==> src/rtl/pc_sequencer.sv <==
// pc_sequencer: next fetch address controller with post-reset boot hold, redirect flush window and halt.
module pc_sequencer #(
    parameter int                    ADDR_WIDTH   = 11,
    parameter logic [ADDR_WIDTH-1:0] RESET_VECTOR = '0,
    parameter int                    FLUSH_CYCLES = 1
) (
    input  logic                  clock_i,
    input  logic                  reset_i,
    input  logic                  stall_i,
    input  logic                  branch_taken_i,
    input  logic [ADDR_WIDTH-1:0] branch_target_i,
    input  logic                  jump_i,
    input  logic [ADDR_WIDTH-1:0] jump_target_i,
    input  logic                  halt_i,
    input  logic                  resume_i,
    output logic [ADDR_WIDTH-1:0] pc_o,
    output logic [ADDR_WIDTH-1:0] pc_next_o,
    output logic                  fetch_valid_o,
    output logic                  flush_o,
    output logic                  halted_o,
    output logic                  wrapped_o
);
    typedef enum logic [1:0] {BOOT, RUN, FLUSH, HALTED} state_e;
    localparam logic [2:0] CNT_LAST = 3'(FLUSH_CYCLES - 1);
    state_e                state_q, state_d;
    logic [ADDR_WIDTH-1:0] pc_q, pc_d;
    logic [2:0]            cnt_q, cnt_d;
    logic                  wrapped_q, wrapped_d;
    logic                  redirect;
    logic [ADDR_WIDTH-1:0] target;
    assign redirect = branch_taken_i | jump_i;
    assign target   = branch_taken_i ? branch_target_i : jump_target_i;
    // Redirects behave identically in RUN and FLUSH: load target and (re)start the window.
    always_comb begin
        state_d   = state_q;
        pc_d      = pc_q;
        cnt_d     = cnt_q;
        wrapped_d = wrapped_q;
        case (state_q)
            BOOT: state_d = RUN;
            RUN: begin
                if (redirect) begin
                    pc_d    = target;
                    cnt_d   = '0;
                    state_d = FLUSH;
                end else if (halt_i) begin
                    state_d = HALTED;
                end else if (!stall_i) begin
                    pc_d      = pc_q + 1'b1;
                    wrapped_d = wrapped_q | (&pc_q);
                end
            end
            FLUSH: begin
                if (redirect) begin
                    pc_d  = target;
                    cnt_d = '0;
                end else if (cnt_q == CNT_LAST) begin
                    cnt_d   = '0;
                    state_d = RUN;
                end else begin
                    cnt_d = cnt_q + 3'd1;
                end
            end
            HALTED: state_d = resume_i ? RUN : HALTED;
            default: state_d = BOOT;
        endcase
    end
    always_ff @(posedge clock_i) begin
        if (reset_i) begin
            state_q   <= BOOT;
            pc_q      <= RESET_VECTOR;
            cnt_q     <= '0;
            wrapped_q <= 1'b0;
        end else begin
            state_q   <= state_d;
            pc_q      <= pc_d;
            cnt_q     <= cnt_d;
            wrapped_q <= wrapped_d;
        end
    end
    assign pc_o          = pc_q;
    assign pc_next_o     = reset_i ? RESET_VECTOR : pc_d;
    assign fetch_valid_o = state_q == RUN;
    assign flush_o       = state_q == FLUSH;
    assign halted_o      = state_q == HALTED;
    assign wrapped_o     = wrapped_q;
endmodule

==> config.mk <==
export PLATFORM = sky130hd
export DESIGN_NAME = pc_sequencer
export DESIGN_NICKNAME = d
export VERILOG_FILES = /design/src/rtl/pc_sequencer.sv
export SDC_FILE = /design/constraint.sdc
export NUM_CORES = 1
export LEC_CHECK = 0
export CORE_AREA = 4 4 60 62
export CTS_CLUSTER_SIZE = 28
export DETAILED_ROUTE_END_ITERATION = 7
export DIE_AREA = 0 0 64 66
export GPL_TIMING_DRIVEN = 0
export PLACE_DENSITY = 0.78
export SLEW_MARGIN = 0
export SYNTH_ARGS = -nofsm -noshare
export SYNTH_HDL_FRONTEND = slang
export SYNTH_SLANG_ARGS = --single-unit
==> constraint.sdc <==
create_clock -name clock_i -period 4.2 [get_ports clock_i]
set_input_delay 0.84 -clock clock_i [delete_from_list [all_inputs] [get_ports clock_i]]
set_output_delay 0.84 -clock clock_i [all_outputs]
set_load 0.01 [all_outputs]
==> results by group, run 1 <==
Run status
  • Status: complete, no violations

Global routing
  • Gr ovfl total: 0
  • Largest net degree at the start of global routing: 11
  • Vias in the first global route: between 1500 and 2000
  • First-pass GRT wire length: approximately 7.1 mm
  • Antenna violations before repair: 0
  • Total global routing track utilization: 21.19%

Yosys
  • Post-Syn Instances: around 160
  • Syn Area/Cell: between 8 and 9 sq um
  • Synth top area share: 25.66%
  • Post-synth cell types: 55
  • Async set-reset flop share out of synthesis: 0%
  • Synth warnings: 0
  • Area contributors post-synth: dfxtp_1, ha_1, o221a_2, a21oi_1, nor2_1
  • Mapped cell area: 1326 sq um
  • Post-synth EDFFs: 0
  • Leading area contributor after synthesis: dfxtp_1
  • Synth Flop Type: dfxtp_1
  • Seq/Total Area, Yosys: roughly 26%
  • Seq cells post-synth: 17
  • Syn_nets: 199

Place
  • GPL Wtd Cong: 0.9065
  • Pre-CTS WS: between 200 and 250 ps
  • Buffers on Ports: 52
  • Post-DP HPWL: ~3.5 mm

Floorplan
  • Die height: roughly 66 um
  • Initial Utilization: a little over two fifths
  • I/O pin count: 55
  • Row count: 20
  • DIE WIDTH: around 64 um
  • Core ar.: around 3000 sq um
  • Die Area: 4224 sq um

Clocking
  • Cts repair resizes: 0
  • CTS sink count: 17
  • CTS tree: done
  • Clock root cell: clkbuf_4
  • Hold_buf cts: 0
  • Clock Path Buffers: 2
  • Worst skew pair latency: 290 ps
  • TritonCTS Buffers: 3
  • Setup bufs post-CTS: 0
  • H-tree Lvls: 1
  • Clk pin slew, worst setup/hold paths: 100 ps

Drt
  • Initial DRT Pass Iterations: 4
  • Total number of vias: 1568
  • Avg WL per Cell: roughly 17 um
  • Overall routed net length: roughly 4.5 mm
  • Iteration-0 DRC Markers: 75
  • Vias per inst: between 5 and 6
  • Post-route DRC: 0
  • Routed Antenna Nets: 0

Power and ir drop
  • Int Power: 0.4066 mW
  • Power Density: about 350 nW/um^2
  • P_leak: a little over 0.7 nW
  • Switching Share: 40.39%
  • VDD IR max: 0.1711 mV
  • Switch Pwr: about 0.28 mW
  • Clock network power share: between 10% and 20%
  • Pwr Total: between 0.6 and 0.7 mW
  • Reg power frac: 32.5%
  • Combinational share of power: 53.9%

Worst setup path
  • CP max FO: 6
  • Critical Path AT: 3180 ps
  • Worst r2r src: state_q[0]
  • Flop2flop setup slack: between 2000 and 2500 ps
  • WP data required: around 3400 ps
  • Worst R2R End: pc_o[10]
  • Worst setup SP type: input port
  • Worst reg-to-reg path cell count: 6
  • CP endpoint kind: output pin
  • Critical path class: input port to output pin

STA
  • FMAX: 0.2485 GHz
  • Final Hold Vio Count: 0
  • Fin Clk Skew: 2.459 ps
  • Final setup violation count: 0
  • Max Slew Vio Count: 0
  • Fin crit share: 95.79%
  • Slew of the pin with the lowest slew margin: 681.9 ps
  • Sum Neg Setup Slack: 0 ps
  • RSZ-0062 raised after global routing: false
  • Worst Setup Slack, final: around 180 ps
  • Worst hold slack: around 500 ps
  • Headroom to the max-slew limit: 54.42%
  • Final worst path period need: 4023 ps

Job
  • Max Cap Viol: 0

Cells and area
  • Reg area: between 300 and 400 sq um
  • Area growth, synth to finish: 45.38%
  • Layout cells sized above 1: a little under an eighth
  • Fill count: around 270
  • Commonest non-fill, non-tap cell in the layout: clkdlybuf4s50_1
  • Commonest non-fill, non-tap cells in the layout: clkdlybuf4s50_1, dfxtp_1, nor2_1, a21oi_1, inv_1
  • Post-layout net count: 256
  • Footprint of the multi-input gates: around 900 sq um
  • ANT cells: 0

Min path
  • Hold crit path type: register to register
  • Hold path startpoint: wrapped_o
  • Min-Delay Path Depth: 1
  • Worst Hold Path EP: wrapped_o
[layer usage]
metal / global-route usage [%] / share of wire [%] / up-vias
li1: - / - / 746
met1: 25.46 / 44 / 750
met2: 36.65 / 49 / 62
met3: 4.082 / 5.5 / 10
met4: 8.895 / 1.6 / 0
met5: 0 / 0 / -
[cells in the mapped netlist (3+ instances only)]
master	n
nand3b_1	3
nand3_1	7
o21ai_0	6
o21a_1	4
inv_1	11
o221a_2	6
nand4_1	4
a22oi_1	3
a21oi_1	12
dfxtp_1	17
o221ai_1	3
nor2_1	14
nand2_1	10
ha_1	6
and3_1	3
buf_2	4
a31oi_1	5
[power groups by stage]
stage	clock, mW	combinational [mW]	sequential (mW)
after detailed placement	0	0.366	0.225
after global placement	0	0.360	0.223
after CTS	0.0971	0.368	0.221
after global routing	0.108	0.395	0.227
after floorplan	0	0.198	0.225
final	0.0929	0.367	0.222
[state kept, by name, indices dropped and copies added, names as in the netlist]
signal     count
pc_o          11
state_q        2
wrapped_o      1
cnt_q          3
[critical path: stages]
cell	delay (ps)
clkdlybuf4s50_1	520
nor4b_2	660
a41oi_1	200
a311oi_1	320
o22ai_1	140
clkdlybuf4s50_1	500
[area by class of cell]
cell class | count | area share [%]
Clock buffer | 4 | 1.363
Multi-Input combinational cell | 127 | 45.75
Timing Repair Buffer | 52 | 27.00
Inverter | 11 | 2.141
Buffer | 9 | 3.245
Tap cell | 44 | 2.855
Sequential cell | 17 | 17.65
[metrics by stage]
stage	instances	cell area [sq um]	utilization (%)
floorplan	164	1326	-
global placement	260	1902	62.81
CTS	264	1928	63.68
detailed placement	260	1902	62.81
finish	264	1928	63.68
global route	264	1928	63.68
[worst max-delay path by stage]
stage	start	endpoint	slack [ps]	depth (start not counted)
2_1_floorplan	halt_i	pc_next_o[2]	1350	4
3_3_place_gp	branch_taken_i	pc_next_o[3]	220	7
3_5_place_dp	branch_taken_i	pc_next_o[3]	220	7
4_1_cts	branch_taken_i	pc_next_o[3]	190	7
5_1_grt	halt_i	pc_next_o[2]	60	6
6_report	stall_i	pc_next_o[10]	180	6
[cells by family (layout without fill, tap and decap cells)]
logic type / after synthesis / in the layout / share of synthesized area [%]
simple gates: 62 / 62 / 27.93
compound gates: 56 / 56 / 30.76
buf+inv: 20 / 76 / 7.829
flops: 17 / 17 / 25.66
fa+ha+maj: 6 / 6 / 5.660
xor+xnor: 2 / 2 / 1.321
mux: 1 / 1 / 0.8490
No activity file was read; power rests on OpenSTA's default activity.
==> run 2: changes to the inputs <==
--- a/config.mk
+++ b/config.mk
@@ -5,12 +5,13 @@
 export SDC_FILE = /design/constraint.sdc
 export NUM_CORES = 1
 export LEC_CHECK = 0
-export CORE_AREA = 4 4 60 62
+export CAP_MARGIN = 15
+export CORE_AREA = 4 4 51 71
 export CTS_CLUSTER_SIZE = 28
 export DETAILED_ROUTE_END_ITERATION = 7
-export DIE_AREA = 0 0 64 66
+export DIE_AREA = 0 0 55 75
 export GPL_TIMING_DRIVEN = 0
-export PLACE_DENSITY = 0.78
+export PLACE_DENSITY = 0.79
 export SLEW_MARGIN = 0
 export SYNTH_ARGS = -nofsm -noshare
 export SYNTH_HDL_FRONTEND = slang
==> run 2 against run 1 <==
Wire length about the same. Register-to-register slack improved by 110 ps. Global-route usage increased by 2.5 points. Non-clock buffer count unchanged. Critical endpoint is now pc_next_o[4]. Largest cell class unchanged.
==> results by group, run 2 (synthesis results as in run 1) <==
Run status
  • Status: complete, no violations (unchanged)

STA
  • Max Slew Vio Count: 0 (unchanged)
  • Final setup violation count: 0 (unchanged)
  • Final Hold Vio Count: 0 (unchanged)
  • Fin crit share: 95.29% (was 95.79%)
  • Final worst path period need: 4002 ps (was 4023 ps)
  • Fin Clk Skew: 4.096 ps (was 2.459 ps)
  • RSZ-0062 raised after global routing: false (unchanged)
  • Headroom to the max-slew limit: 61.34% (was 54.42%)
  • FMAX: 0.2499 GHz (was 0.2485 GHz)
  • Worst hold slack: 469.7 ps (was 500.8 ps)
  • Slew of the pin with the lowest slew margin: 577.8 ps (was 681.9 ps)

Cells and area
  • Core Util, Final: 64.40% (was 63.68%)
  • Commonest non-fill, non-tap cell in the layout: clkdlybuf4s50_1 (unchanged)
  • Commonest non-fill, non-tap cells in the layout: clkdlybuf4s50_1, dfxtp_1, nor2_1, a21oi_1, inv_1 (unchanged)
  • Fill count: 270 (was 272)
  • Max FFs per register: 11 (unchanged)
  • ANT cells: 0 (unchanged)
  • Post-layout net count: 256 (unchanged)
  • Layout cells sized above 1: 12.27% (was 11.36%)
  • Area growth, synth to finish: 47.26% (was 45.38%)

Drt
  • Initial DRT Pass Iterations: 4 (unchanged)
  • Post-route DRC: 0 (unchanged)
  • Routed Antenna Nets: 0 (unchanged)
  • Total number of vias: 1577 (was 1568)
  • Iteration-0 DRC Markers: 53 (was 75)
  • Vias per inst: 6.089 (was 5.939)
  • Avg WL per Cell: 17.46 um (was 17.12 um)
  • Overall routed net length: 4.523 mm (was 4.520 mm)

Worst setup path
  • WP data required: 3360 ps (about the same)
  • CP max-delay cell: clkdlybuf4s50_1 (was nor4b_2)
  • WP buf/inv: 2 (unchanged)
  • Critical path class: input port to output pin (unchanged)
  • Worst setup SP type: input port (unchanged)
  • Delay-heaviest family, CP: buffers and inverters (unchanged)
  • Worst path cell trace: clkdlybuf4s50_1, nor3b_2, nand3_1, o32ai_1, o2bb2ai_1, clkdlybuf4s50_1 (was clkdlybuf4s50_1, nor4b_2, a41oi_1, a311oi_1, o22ai_1, clkdlybuf4s50_1)
  • Cell repeated most along the worst path: clkdlybuf4s50_1 (unchanged)
  • Critical Path AT: 3160 ps (was 3180 ps)
  • CP endpoint kind: output pin (unchanged)
  • Worst path max stage delay: 580 ps (was 660 ps)
  • CP max FO: 8 (was 6)

Clocking
  • Clock Path Buffers: 2 (unchanged)
  • CTS sink count: 17 (unchanged)
  • TritonCTS Buffers: 3 (unchanged)
  • CTS tree: done (unchanged)
  • Clock root cell: clkbuf_8 (was clkbuf_4)
  • H-tree Lvls: 1 (unchanged)
  • Clk pin slew, worst setup/hold paths: 70 ps (was 100 ps)
  • Worst skew pair latency: 260 ps (was 290 ps)

Floorplan
  • Row count: 24 (was 20)
  • Core ar.: 3033 sq um (was 3028 sq um)
  • Die height: 75 um (was 66 um)
  • I/O pin count: 55 (unchanged)
  • Die Area: 4125 sq um (was 4224 sq um)
  • DIE WIDTH: 55 um (was 64 um)
  • Initial Utilization: 43.73% (was 43.80%)

Power and ir drop
  • P_leak: 0.7136 nW (was 0.7050 nW)
  • Power Density: 370.2 nW/um^2 (was 353.7 nW/um^2)
  • VDD IR max: 0.2667 mV (was 0.1711 mV)

Min path
  • Hold crit path type: register to register (unchanged)

Place
  • Buffers on Ports: 52 (unchanged)
  • Post-DP HPWL: 3.522 mm (was 3.471 mm)
  • GPL Wtd Cong: 0.9031 (was 0.9065)

Global routing
  • Antenna violations before repair: 0 (unchanged)
  • First-pass GRT wire length: 7.134 mm (was 7.113 mm)
  • Largest net degree at the start of global routing: 11 (unchanged)
  • Layer carrying the most global-route usage: met2 (unchanged)
  • Global Route met3 Usage: 3.168% (was 4.082%)
  • Total global routing track utilization: 23.71% (was 21.19%)
  • Met1 GRT Util: 27.55% (was 25.46%)
  • Gr ovfl total: 0 (unchanged)
  • Vias in the first global route: 1582 (was 1549)
  • Met2 Usage GRT: 41.18% (was 36.65%)

Job
  • Max Cap Viol: 0 (unchanged)
## run 2: cell count changes in the layout (fill, tap and decap cells not counted)
cell,before,now
clkbuf_8,1,4
a221oi_2,0,1
a221oi_1,2,1
clkbuf_4,3,0
a2111oi_0,1,0
a2111oi_2,0,1
## run 2: cell type report
type | instances | area [sq um] | area share (%)
multi-input combinational | 127 | 894.6 | 45.80
sequential | 17 | 340.3 | 17.42
buffer | 9 | 62.56 | 3.203
timing repair buffer | 52 | 520.5 | 26.65
clock buffer | 4 | 45.04 | 2.306
inverter | 11 | 41.29 | 2.114
tap | 39 | 48.80 | 2.498
## run 2: power breakdown
group	internal, mW	switching (mW)	leakage [nW]
logic	0.184	0.189	0.552
registers	0.188	0.0333	0.139
clock network	0.0675	0.0613	0.0228
total	0.440	0.283	0.714
## run 2: worst paths after layout
path,start,end,slack (ps),depth (start not counted)
worst max-delay path,branch_taken_i,pc_next_o[4],200,6
worst max register to register,state_q[0],pc_o[3],2170,7
worst min-delay path,wrapped_o,wrapped_o,470,1
worst min register to register,wrapped_o,wrapped_o,470,1
## run 2: per-layer routing
metal	up-vias	share of wire, %
met3	8	6.1
met5	-	0
li1	746	-
met4	0	1.5
met2	66	55
met1	757	37
## run 2: timing repair
| action | CTS | global route |
|---|---|---|
| pin swaps | 0 | 0 |
| endpoints found under the setup margin | 1 | 2 |
| hold buffers | 0 | 0 |
| buffers inserted | 0 | 0 |
| resized for setup | 1 | 2 |
## run 2: metrics by stage
step	cells	TNS, ps	setup WS [ps]	area [sq um]	power [mW]
floorplan	164	0	1347	1326	0.4227
global placement	255	0	27.12	1896	0.5804
detailed placement	255	-6.787	-6.787	1896	0.5905
CTS	259	0	152.6	1942	0.7197
global route	259	0	12.52	1953	0.7762
finish	259	0	197.8	1953	0.7231
